`src/rtl/compa2_pkg.sv`:
```
// Shared types and helpers for the compa2 negation arbiter.
// Holds the output-register state encoding and the most-negative operand constant.
package compa2_pkg;

    typedef enum logic {
        EMPTY = 1'b0,
        FULL  = 1'b1
    } state_t;

    // Bit pattern 1 followed by w-1 zeros: the one operand whose negation overflows.
    function automatic int unsigned min_neg(input int unsigned w);
        return 32'd1 << (w - 1);
    endfunction

endpackage

```
`src/rtl/compa2_arbiter_rr_pick.sv`:
```
// Combinational round-robin picker: the first valid requester after ptr_i wins,
// with the search wrapping around modulo N.
module rr_pick #(
    parameter int N   = 4,
    parameter int IDW = $clog2(N)
) (
    input  logic [N-1:0]   valid_i,
    input  logic [IDW-1:0] ptr_i,
    output logic [IDW-1:0] grant_idx_o,
    output logic [N-1:0]   grant_oh_o,
    output logic           any_o
);

    // cand[k] is the k-th requester in search order, starting at ptr_i+1.
    logic [IDW-1:0] cand [N];
    logic           found;

    for (genvar gi = 0; gi < N; gi++) begin : g_cand
        assign cand[gi] = IDW'((int'(ptr_i) + gi + 1) % N);
    end

    assign any_o = |valid_i;

    always_comb begin
        grant_idx_o = '0;
        found       = 1'b0;
        for (int k = 0; k < N; k++) begin
            if (!found && valid_i[cand[k]]) begin
                found       = 1'b1;
                grant_idx_o = cand[k];
            end
        end
    end

    for (genvar gi = 0; gi < N; gi++) begin : g_onehot
        assign grant_oh_o[gi] = any_o && (grant_idx_o == IDW'(gi));
    end

endmodule

```
`src/rtl/compa2_arbiter.sv`:
```
// N requesters share one registered two's-complement negation unit; a round-robin
// picker chooses one operand per load and the result returns with its requester ID.
module compa2_arbiter
    import compa2_pkg::*;
#(
    parameter int N   = 4,
    parameter int W   = 4,
    parameter int IDW = $clog2(N)
) (
    input  logic           clk,
    input  logic           reset,
    input  logic [N-1:0]   req_valid,
    input  logic [N*W-1:0] req_data,
    output logic [N-1:0]   req_ready,
    output logic           resp_valid,
    input  logic           resp_ready,
    output logic [W-1:0]   resp_data,
    output logic [IDW-1:0] resp_id,
    output logic           resp_ovf
);

    state_t         state_q, state_d;
    logic [IDW-1:0] ptr_q, ptr_d;
    logic [W-1:0]   data_q, data_d;
    logic [IDW-1:0] id_q, id_d;
    logic           ovf_q, ovf_d;

    logic [IDW-1:0] grant_idx;
    logic [N-1:0]   grant_oh;
    logic           any_valid;
    logic           load;
    logic [W-1:0]   ops [N];
    logic [W-1:0]   op;

    for (genvar gi = 0; gi < N; gi++) begin : g_unpack
        assign ops[gi] = req_data[gi*W +: W];
    end

    rr_pick #(
        .N   (N),
        .IDW (IDW)
    ) u_pick (
        .valid_i     (req_valid),
        .ptr_i       (ptr_q),
        .grant_idx_o (grant_idx),
        .grant_oh_o  (grant_oh),
        .any_o       (any_valid)
    );

    // The slot can take a new operand when empty or when its current result leaves now.
    assign load      = any_valid && (state_q == EMPTY || resp_ready) && !reset;
    assign req_ready = load ? grant_oh : '0;
    assign op        = ops[grant_idx];

    always_comb begin
        state_d = state_q;
        ptr_d   = ptr_q;
        data_d  = data_q;
        id_d    = id_q;
        ovf_d   = ovf_q;
        if (load) begin
            state_d = FULL;
            ptr_d   = grant_idx;
            data_d  = ~op + W'(1);
            id_d    = grant_idx;
            ovf_d   = (op == W'(min_neg(W)));
        end else if (state_q == FULL && resp_ready) begin
            state_d = EMPTY;
        end
    end

    always_ff @(posedge clk) begin
        if (reset) begin
            state_q <= EMPTY;
            ptr_q   <= IDW'(N - 1);
            data_q  <= '0;
            id_q    <= '0;
            ovf_q   <= 1'b0;
        end else begin
            state_q <= state_d;
            ptr_q   <= ptr_d;
            data_q  <= data_d;
            id_q    <= id_d;
            ovf_q   <= ovf_d;
        end
    end

    assign resp_valid = (state_q == FULL);
    assign resp_data  = data_q;
    assign resp_id    = id_q;
    assign resp_ovf   = ovf_q;

endmodule

```
`config.mk`:
```
export PLATFORM = sky130hd
export DESIGN_NAME = compa2_arbiter
export DESIGN_NICKNAME = d
export VERILOG_FILES = /design/src/rtl/compa2_pkg.sv /design/src/rtl/compa2_arbiter_rr_pick.sv /design/src/rtl/compa2_arbiter.sv
export SDC_FILE = /design/constraint.sdc
export NUM_CORES = 1
export LEC_CHECK = 0
export CORE_ASPECT_RATIO = 1.5
export CORE_MARGIN = 5
export CORE_UTILIZATION = 34
export CTS_CLUSTER_SIZE = 16
export DETAILED_ROUTE_END_ITERATION = 10
export GPL_TIMING_DRIVEN = 1
export PLACE_DENSITY = 0.73
export SETUP_SLACK_MARGIN = 0.1
export SLEW_MARGIN = 5
export SYNTH_ARGS = -nofsm -noshare
export SYNTH_HDL_FRONTEND = slang
export SYNTH_SLANG_ARGS = --single-unit
```
`constraint.sdc`:
```
create_clock -name clk -period 2 [get_ports clk]
set_clock_uncertainty 0.05 [all_clocks]
set_input_delay 0.2 -clock clk [delete_from_list [all_inputs] [get_ports clk]]
set_output_delay 0.2 -clock clk [all_outputs]
set_load 0.05 [all_outputs]
```
==> flow_summary.json, run 1 <==
{
  "placed_cell_area_sq_um": 1180,
  "hold_path_class": "reg2reg",
  "maxCapViolations": 0,
  "die_h_microns": 64.5,
  "critPathCapture": "resp_data[3]",
  "arrival_ns": 2.35,
  "final_nets": 159,
  "finalCritPeriodShare_pct": 112,
  "drive_gt1_share_pct": 35.1,
  "switching_power_uw": 338,
  "cts_tree": "done",
  "io_pins": 35,
  "fin_ws_ns": -0.245,
  "drc": 0,
  "critical_path.top_delay_family": "simple AND/OR/NAND/NOR gates",
  "whs_path_depth": 2,
  "reg2reg_depth": 8,
  "critical_path_required_ns": 2.11,
  "multi_input_area_sq_um": 528,
  "synth_fp_nets": 102,
  "worst_pin_slew_ns": 0.498,
  "core_sq_um": 1850,
  "setup_tns_ns": -0.337,
  "hold_viol": 0,
  "cp.depth": 8,
  "yosysWarnings": 0,
  "crit_start": "ptr_q[0]",
  "critical_path_class": "reg2reg",
  "cts_max_path_buffers": 2,
  "hold_ws_ns": 0.420,
  "dp_slack_ns": -0.601,
  "yosysTopAreaCellShare_pct": 29.7,
  "end_kind": "register",
  "yosys.area.top_type": "dfxtp_1",
  "portBuffers": 34,
  "r2r_end": "resp_data[3]",
  "path_cells": "nand2b_4 -> a21o_4 -> o311ai_4 -> clkbuf_16 -> mux2i_1 -> mux2i_1 -> or4_1 -> a32o_1",
  "gr-total-overflow": 0,
  "antenna_left": 0,
  "place_congestion": 0.843,
  "synth_most_common_cell": "mux2i_1",
  "num-fill-cells": 132,
  "r2r_start": "ptr_q[0]",
  "synth-seq-area-share_pct": 29.7,
  "clk_pin_slew_worst_paths_ns": 0.07,
  "wire_per_inst_microns": 13.7,
  "status": "finished with violations",
  "switching_share_pct": 36.0,
  "grt_pass1_wl_mm": 3.32,
  "antenna_found_initial": 0,
  "async_flop_share_pct": 0,
  "cp_max_fo": 6,
  "synthesis.area_sq_um": 673,
  "seqPwrFrac_pct": 25.6,
  "clockPowerShare_pct": 19.4,
  "synth_edf_count": 0,
  "die_x_microns": 46.3,
  "crit_slowest_cell": "or4_1",
  "power.share.combinational_pct": 55.0,
  "cts_root_buffer": "clkbuf_4",
  "rsz0062_at_grt": "yes",
  "clk_latency_ns": 0.27,
  "violations": "negative setup slack",
  "syn_area_per_cell_sq_um": 8.63,
  "power_per_cell_area_nw_per_um2": 691,
  "final_cell_area_sq_um": 1360,
  "slew_headroom_pct": 66.7,
  "p_leak_nw": 0.602,
  "grt_pass1_vias": 798,
  "startpoint_type": "register",
  "h-tree-depth": 1,
  "grt_usage_pct": 14.7,
  "worst-path-buf-inv": 1,
  "area_growth_pct": 102,
  "post_drt_via_cell_ratio": 5.14,
  "r2r_setup_slack_ns": -0.25,
  "yosys-top-cells-count": "mux2i_1 (12), nor2_1 (11), dfxtp_1 (10)",
  "finalSetupViolCount": 2,
  "yosysUniqueCellTypes": 28,
  "synthCells": 78,
  "grt_max_degree": 13,
  "num_rows": 19,
  "clock-sinks": 10,
  "p_int_uw": 600,
  "regArea_sq_um": 204,
  "synth_area_leaders": "dfxtp_1 (30%), mux2i_1 (18%), nor2_1 (6.1%)",
  "synth_ff_type": "dfxtp_1",
  "p_total_uw": 938,
  "drt_iter0_drc": 10,
  "diodes": 0,
  "initial_core_util_pct": 36.3,
  "dp_hpwl_mm": 1.52,
  "first_pass_iters": 4,
  "die-area_sq_um": 2990,
  "ir_drop_uv": 569,
  "wirelength_mm": 2.12,
  "slowest_delay_ns": 0.49,
  "cp_common_cell": "mux2i_1",
  "fmax_mhz": 445,
  "maxSlewViolCount": 0,
  "ys_ff_latch": 10,
  "cts_made_buffers": 3,
  "fin_crit_ns": 2.25,
  "dr_total_vias": 797
}
## kinds of logic (layout without fill, tap and decap cells)
family	count (synthesis)	count (layout)	share of synthesized area (%)
compound gates	16	16	20.6
xor+xnor	1	1	1.30
fa+ha+maj	1	1	1.86
buf+inv	6	62	4.46
flops	10	10	29.7
mux	12	12	17.8
simple gates	32	32	24.2
## sequential cells by signal (all words and copies together) (netlist names)
name,cells
resp_valid,1
resp_id,2
resp_ovf,1
resp_data,4
ptr_q,2
## how the worst min path moves through the flow
stage                       startpoint            to  slack (ns)
after floorplan             resp_ready    resp_valid        0.34
after global placement    resp_data[1]  resp_data[1]        0.40
after detailed placement  resp_data[1]  resp_data[1]        0.40
after CTS                 resp_data[1]  resp_data[1]        0.41
after global routing      resp_data[0]  resp_data[0]        0.43
final                     resp_data[0]  resp_data[0]        0.42
## metal layers
metal / global-route usage [%] / wire length (microns) / part of all wire (%) / vias up
met5: 0 / 0 / 0 / -
met4: 8.54 / 58 / 2.7 / 0
met3: 1.94 / 128 / 6.0 / 6
met2: 24.0 / 1140 / 54 / 33
met1: 17.6 / 795 / 37 / 368
li1: - / - / - / 390
## cell type report
type | instances | share of cell area [%]
timing repair buffer | 55 | 40.5
tap | 21 | 1.94
sequential | 10 | 15.0
multi-input combinational | 62 | 38.9
inverter | 3 | 1.01
clock buffer | 4 | 2.67
## worst reg2reg max path: stages (launching register included)
cell       delay [ns]
dfxtp_4          0.36
nand2b_4         0.15
a21o_4           0.21
o311ai_4         0.09
clkbuf_16        0.22
mux2i_1          0.19
mux2i_1          0.11
or4_1            0.49
a32o_1           0.26
## layout by cell type (no fill, tap or decap), types with 3 or more instances in the layout
master	Yosys	layout
buf_6	1	3
nor2_1	11	9
clkdlybuf4s50_1	0	26
nand2_1	8	7
clkbuf_4	0	3
dfxtp_1	10	9
a21oi_1	6	4
buf_12	0	3
buf_4	0	18
nor2b_1	4	3
mux2i_1	12	12
dlygate4sd2_1	0	4
## through the flow
step	std cells	utilization [%]
after global placement	146	63.8
after global routing	155	73.2
after CTS	153	68.7
final	155	73.2
after detailed placement	146	63.8
after floorplan	78	-
## power by group through the flow
stage	registers, mW	clock network (mW)	logic [mW]
floorplan	0.315	0	0.178
global placement	0.244	0	0.429
detailed placement	0.245	0	0.433
CTS	0.240	0.187	0.460
global route	0.245	0.203	0.549
finish	0.241	0.182	0.516
## what timing repair did
action,in CTS,in global routing
endpoints found under the setup margin,8,8
buffers inserted,3,3
hold buffers,0,0
pin swaps,0,6
cloned,0,1
resized for setup,11,13
(Power assumes the default switching activity.)
==> inputs of run 2 (changes only) <==
--- a/config.mk
+++ b/config.mk
@@ -8,12 +8,10 @@
 export CORE_ASPECT_RATIO = 1.5
 export CORE_MARGIN = 5
 export CORE_UTILIZATION = 34
-export CTS_CLUSTER_SIZE = 16
 export DETAILED_ROUTE_END_ITERATION = 10
 export GPL_TIMING_DRIVEN = 1
-export PLACE_DENSITY = 0.73
+export PLACE_DENSITY_LB_ADDON = 0.05
 export SETUP_SLACK_MARGIN = 0.1
-export SLEW_MARGIN = 5
 export SYNTH_ARGS = -nofsm -noshare
 export SYNTH_HDL_FRONTEND = slang
 export SYNTH_SLANG_ARGS = --single-unit
==> run 2 against run 1 <==
  * The flow still finishes with violations (negative setup slack)
  * Clock power shrank 3%
  * Worst setup slack gained 0.029 ns
  * Clock-buffer cell count is the same
  * Sequential power is essentially flat
  * Sequential cell count is the same
  * Combinational power grew 1%
  * Final area shrank 0.18%
  * Die area is the same
  * First-iteration DRC count grew 20%
  * Critical endpoint unchanged
  * Largest cell class unchanged
==> flow_summary.json, run 2 (synthesized netlist as in run 1, its figures left out) <==
{
  "worstHoldStart": "resp_ovf",
  "fin_crit_ns": 2.22,
  "r2r_setup_slack_ns": -0.22,
  "clockPowerShare_pct": 18.7,
  "switching_power_uw": 332,
  "finalSetupViolCount": 8,
  "place_congestion": 0.798,
  "grt_max_degree": 11,
  "gr-total-overflow": 0,
  "die_x_microns": 46.3,
  "grt_pass1_vias": 793,
  "grt_pass1_wl_mm": 3.41,
  "clock-sinks": 10,
  "clk_latency_ns": 0.26,
  "num_rows": 19,
  "power.share.combinational_pct": 55.7,
  "hold_path_class": "reg2reg",
  "rsz0062_at_grt": "yes",
  "end_kind": "register",
  "slowest_delay_ns": 0.54,
  "ir_drop_uv": 534,
  "antenna_found_initial": 0,
  "r2r_start": "ptr_q[0]",
  "fin_ws_ns": -0.216,
  "cts_tree": "done",
  "grt_usage_pct": 15.1,
  "p_leak_nw": 0.602,
  "startpoint_type": "register",
  "first_pass_iters": 4,
  "wire_per_inst_microns": 13.2,
  "worst_pin_slew_ns": 0.504,
  "clk_pin_slew_worst_paths_ns": 0.07,
  "die_h_microns": 64.5,
  "maxSlewViolCount": 0,
  "switching_share_pct": 35.4,
  "antenna_left": 0,
  "seqPwrFrac_pct": 25.5,
  "critical_path_required_ns": 2.10,
  "initial_core_util_pct": 36.3,
  "fmax_mhz": 451,
  "h-tree-depth": 1,
  "portBuffers": 34,
  "p_int_uw": 607,
  "area_growth_pct": 101,
  "violations": "negative setup slack",
  "dp_hpwl_mm": 1.55,
  "final_util_pct": 73.1,
  "finalCritPeriodShare_pct": 111,
  "largest_register_ffs": 4,
  "num-fill-cells": 158,
  "final_cell_mix": "clkdlybuf4s50_1 (26), buf_4 (21), mux2i_1 (11), nor2_1 (10), dfxtp_1 (9)",
  "arrival_ns": 2.32,
  "worst-path-buf-inv": 1,
  "post_drt_via_cell_ratio": 4.89,
  "drive_gt1_share_pct": 32.8,
  "final_nets": 162,
  "dr_total_vias": 773,
  "core_sq_um": 1850,
  "r2r_end": "resp_data[3]",
  "drc": 0,
  "critical_path_class": "reg2reg",
  "p_total_uw": 939,
  "status": "finished with violations",
  "path_cells": "nand2b_4 -> a21o_4 -> o311ai_4 -> buf_12 -> mux2i_2 -> mux2i_1 -> or4_1 -> a32o_1",
  "die-area_sq_um": 2990,
  "whs_path_depth": 2,
  "io_pins": 35,
  "diodes": 0,
  "layout_commonest_cell": "clkdlybuf4s50_1",
  "cts_root_buffer": "clkbuf_4",
  "power_per_cell_area_nw_per_um2": 693,
  "crit_slowest_cell": "or4_1",
  "hold_end": "resp_ovf",
  "cts_made_buffers": 3,
  "cts_max_path_buffers": 2,
  "maxCapViolations": 0,
  "critical_path.top_delay_family": "simple AND/OR/NAND/NOR gates",
  "wirelength_mm": 2.08,
  "cts-hold-fix-buffers": 0,
  "drt_iter0_drc": 12,
  "hold_viol": 0,
  "cp_max_fo": 6,
  "slew_headroom_pct": 66.3,
  "reg2reg_depth": 8
}
==> run 2: cell type report <==
class	instances	area (sq um)	area share (%)
repair buffers	58	574	42.4
multi-input cells	62	503	37.1
flip-flops and latches	10	201	14.9
clock buffers	4	36.3	2.68
well taps	21	26.3	1.94
inverters	3	13.8	1.02
==> run 2: layer usage <==
| layer | GRT usage, % | wire (microns) |
|---|---|---|
| met3 | 3.88 | 144 |
| met2 | 26.4 | 1120 |
| met4 | 5.34 | 21 |
| met1 | 16.8 | 797 |
| met5 | 0 | 0 |
==> run 2: worst max-delay path by stage <==
stage | start | end | slack (ns) | cells after the start
after floorplan | ptr_q[0] | resp_data[3] | -0.12 | 8
after CTS | ptr_q[0] | resp_data[3] | -0.21 | 8
final | ptr_q[0] | resp_data[3] | -0.22 | 8
after global placement | req_valid[1] | resp_data[3] | -0.55 | 8
after detailed placement | req_valid[1] | resp_data[3] | -0.64 | 8
after global routing | ptr_q[0] | resp_data[3] | -0.31 | 8
==> run 2: worst reg2reg max path, cell delays in order, from the launching register on <==
cell and delay (ns):
dfxtp_2 0.34, nand2b_4 0.15, a21o_4 0.20, o311ai_4 0.08
buf_12 0.17, mux2i_2 0.21, mux2i_1 0.11, or4_1 0.54
a32o_1 0.26
==> run 2: metrics by stage <==
stage / hold slack (ns) / std cells / worst slack [ns] / setup TNS (ns) / cell area, sq um
floorplan: 0.342 / 78 / -0.124 / -0.303 / 687
global placement: 0.393 / 148 / -0.550 / -2.53 / 1200
detailed placement: 0.395 / 148 / -0.638 / -3.05 / 1200
CTS: 0.404 / 158 / -0.213 / -0.761 / 1330
global route: 0.432 / 158 / -0.311 / -1.70 / 1360
finish: 0.402 / 158 / -0.216 / -0.752 / 1360
==> run 2: power by group through the flow <==
stage	combinational, mW	sequential [mW]	clock, mW
global route	0.557	0.243	0.201
floorplan	0.178	0.315	0
CTS	0.503	0.240	0.184
global placement	0.436	0.243	0
finish	0.523	0.240	0.176
detailed placement	0.439	0.244	0
==> run 2: timing repair <==
action	CTS	global route
setup endpoints to repair	8	9
resized for setup	12	5
cloned	1	0
pin swaps	7	1
buffers inserted	5	0
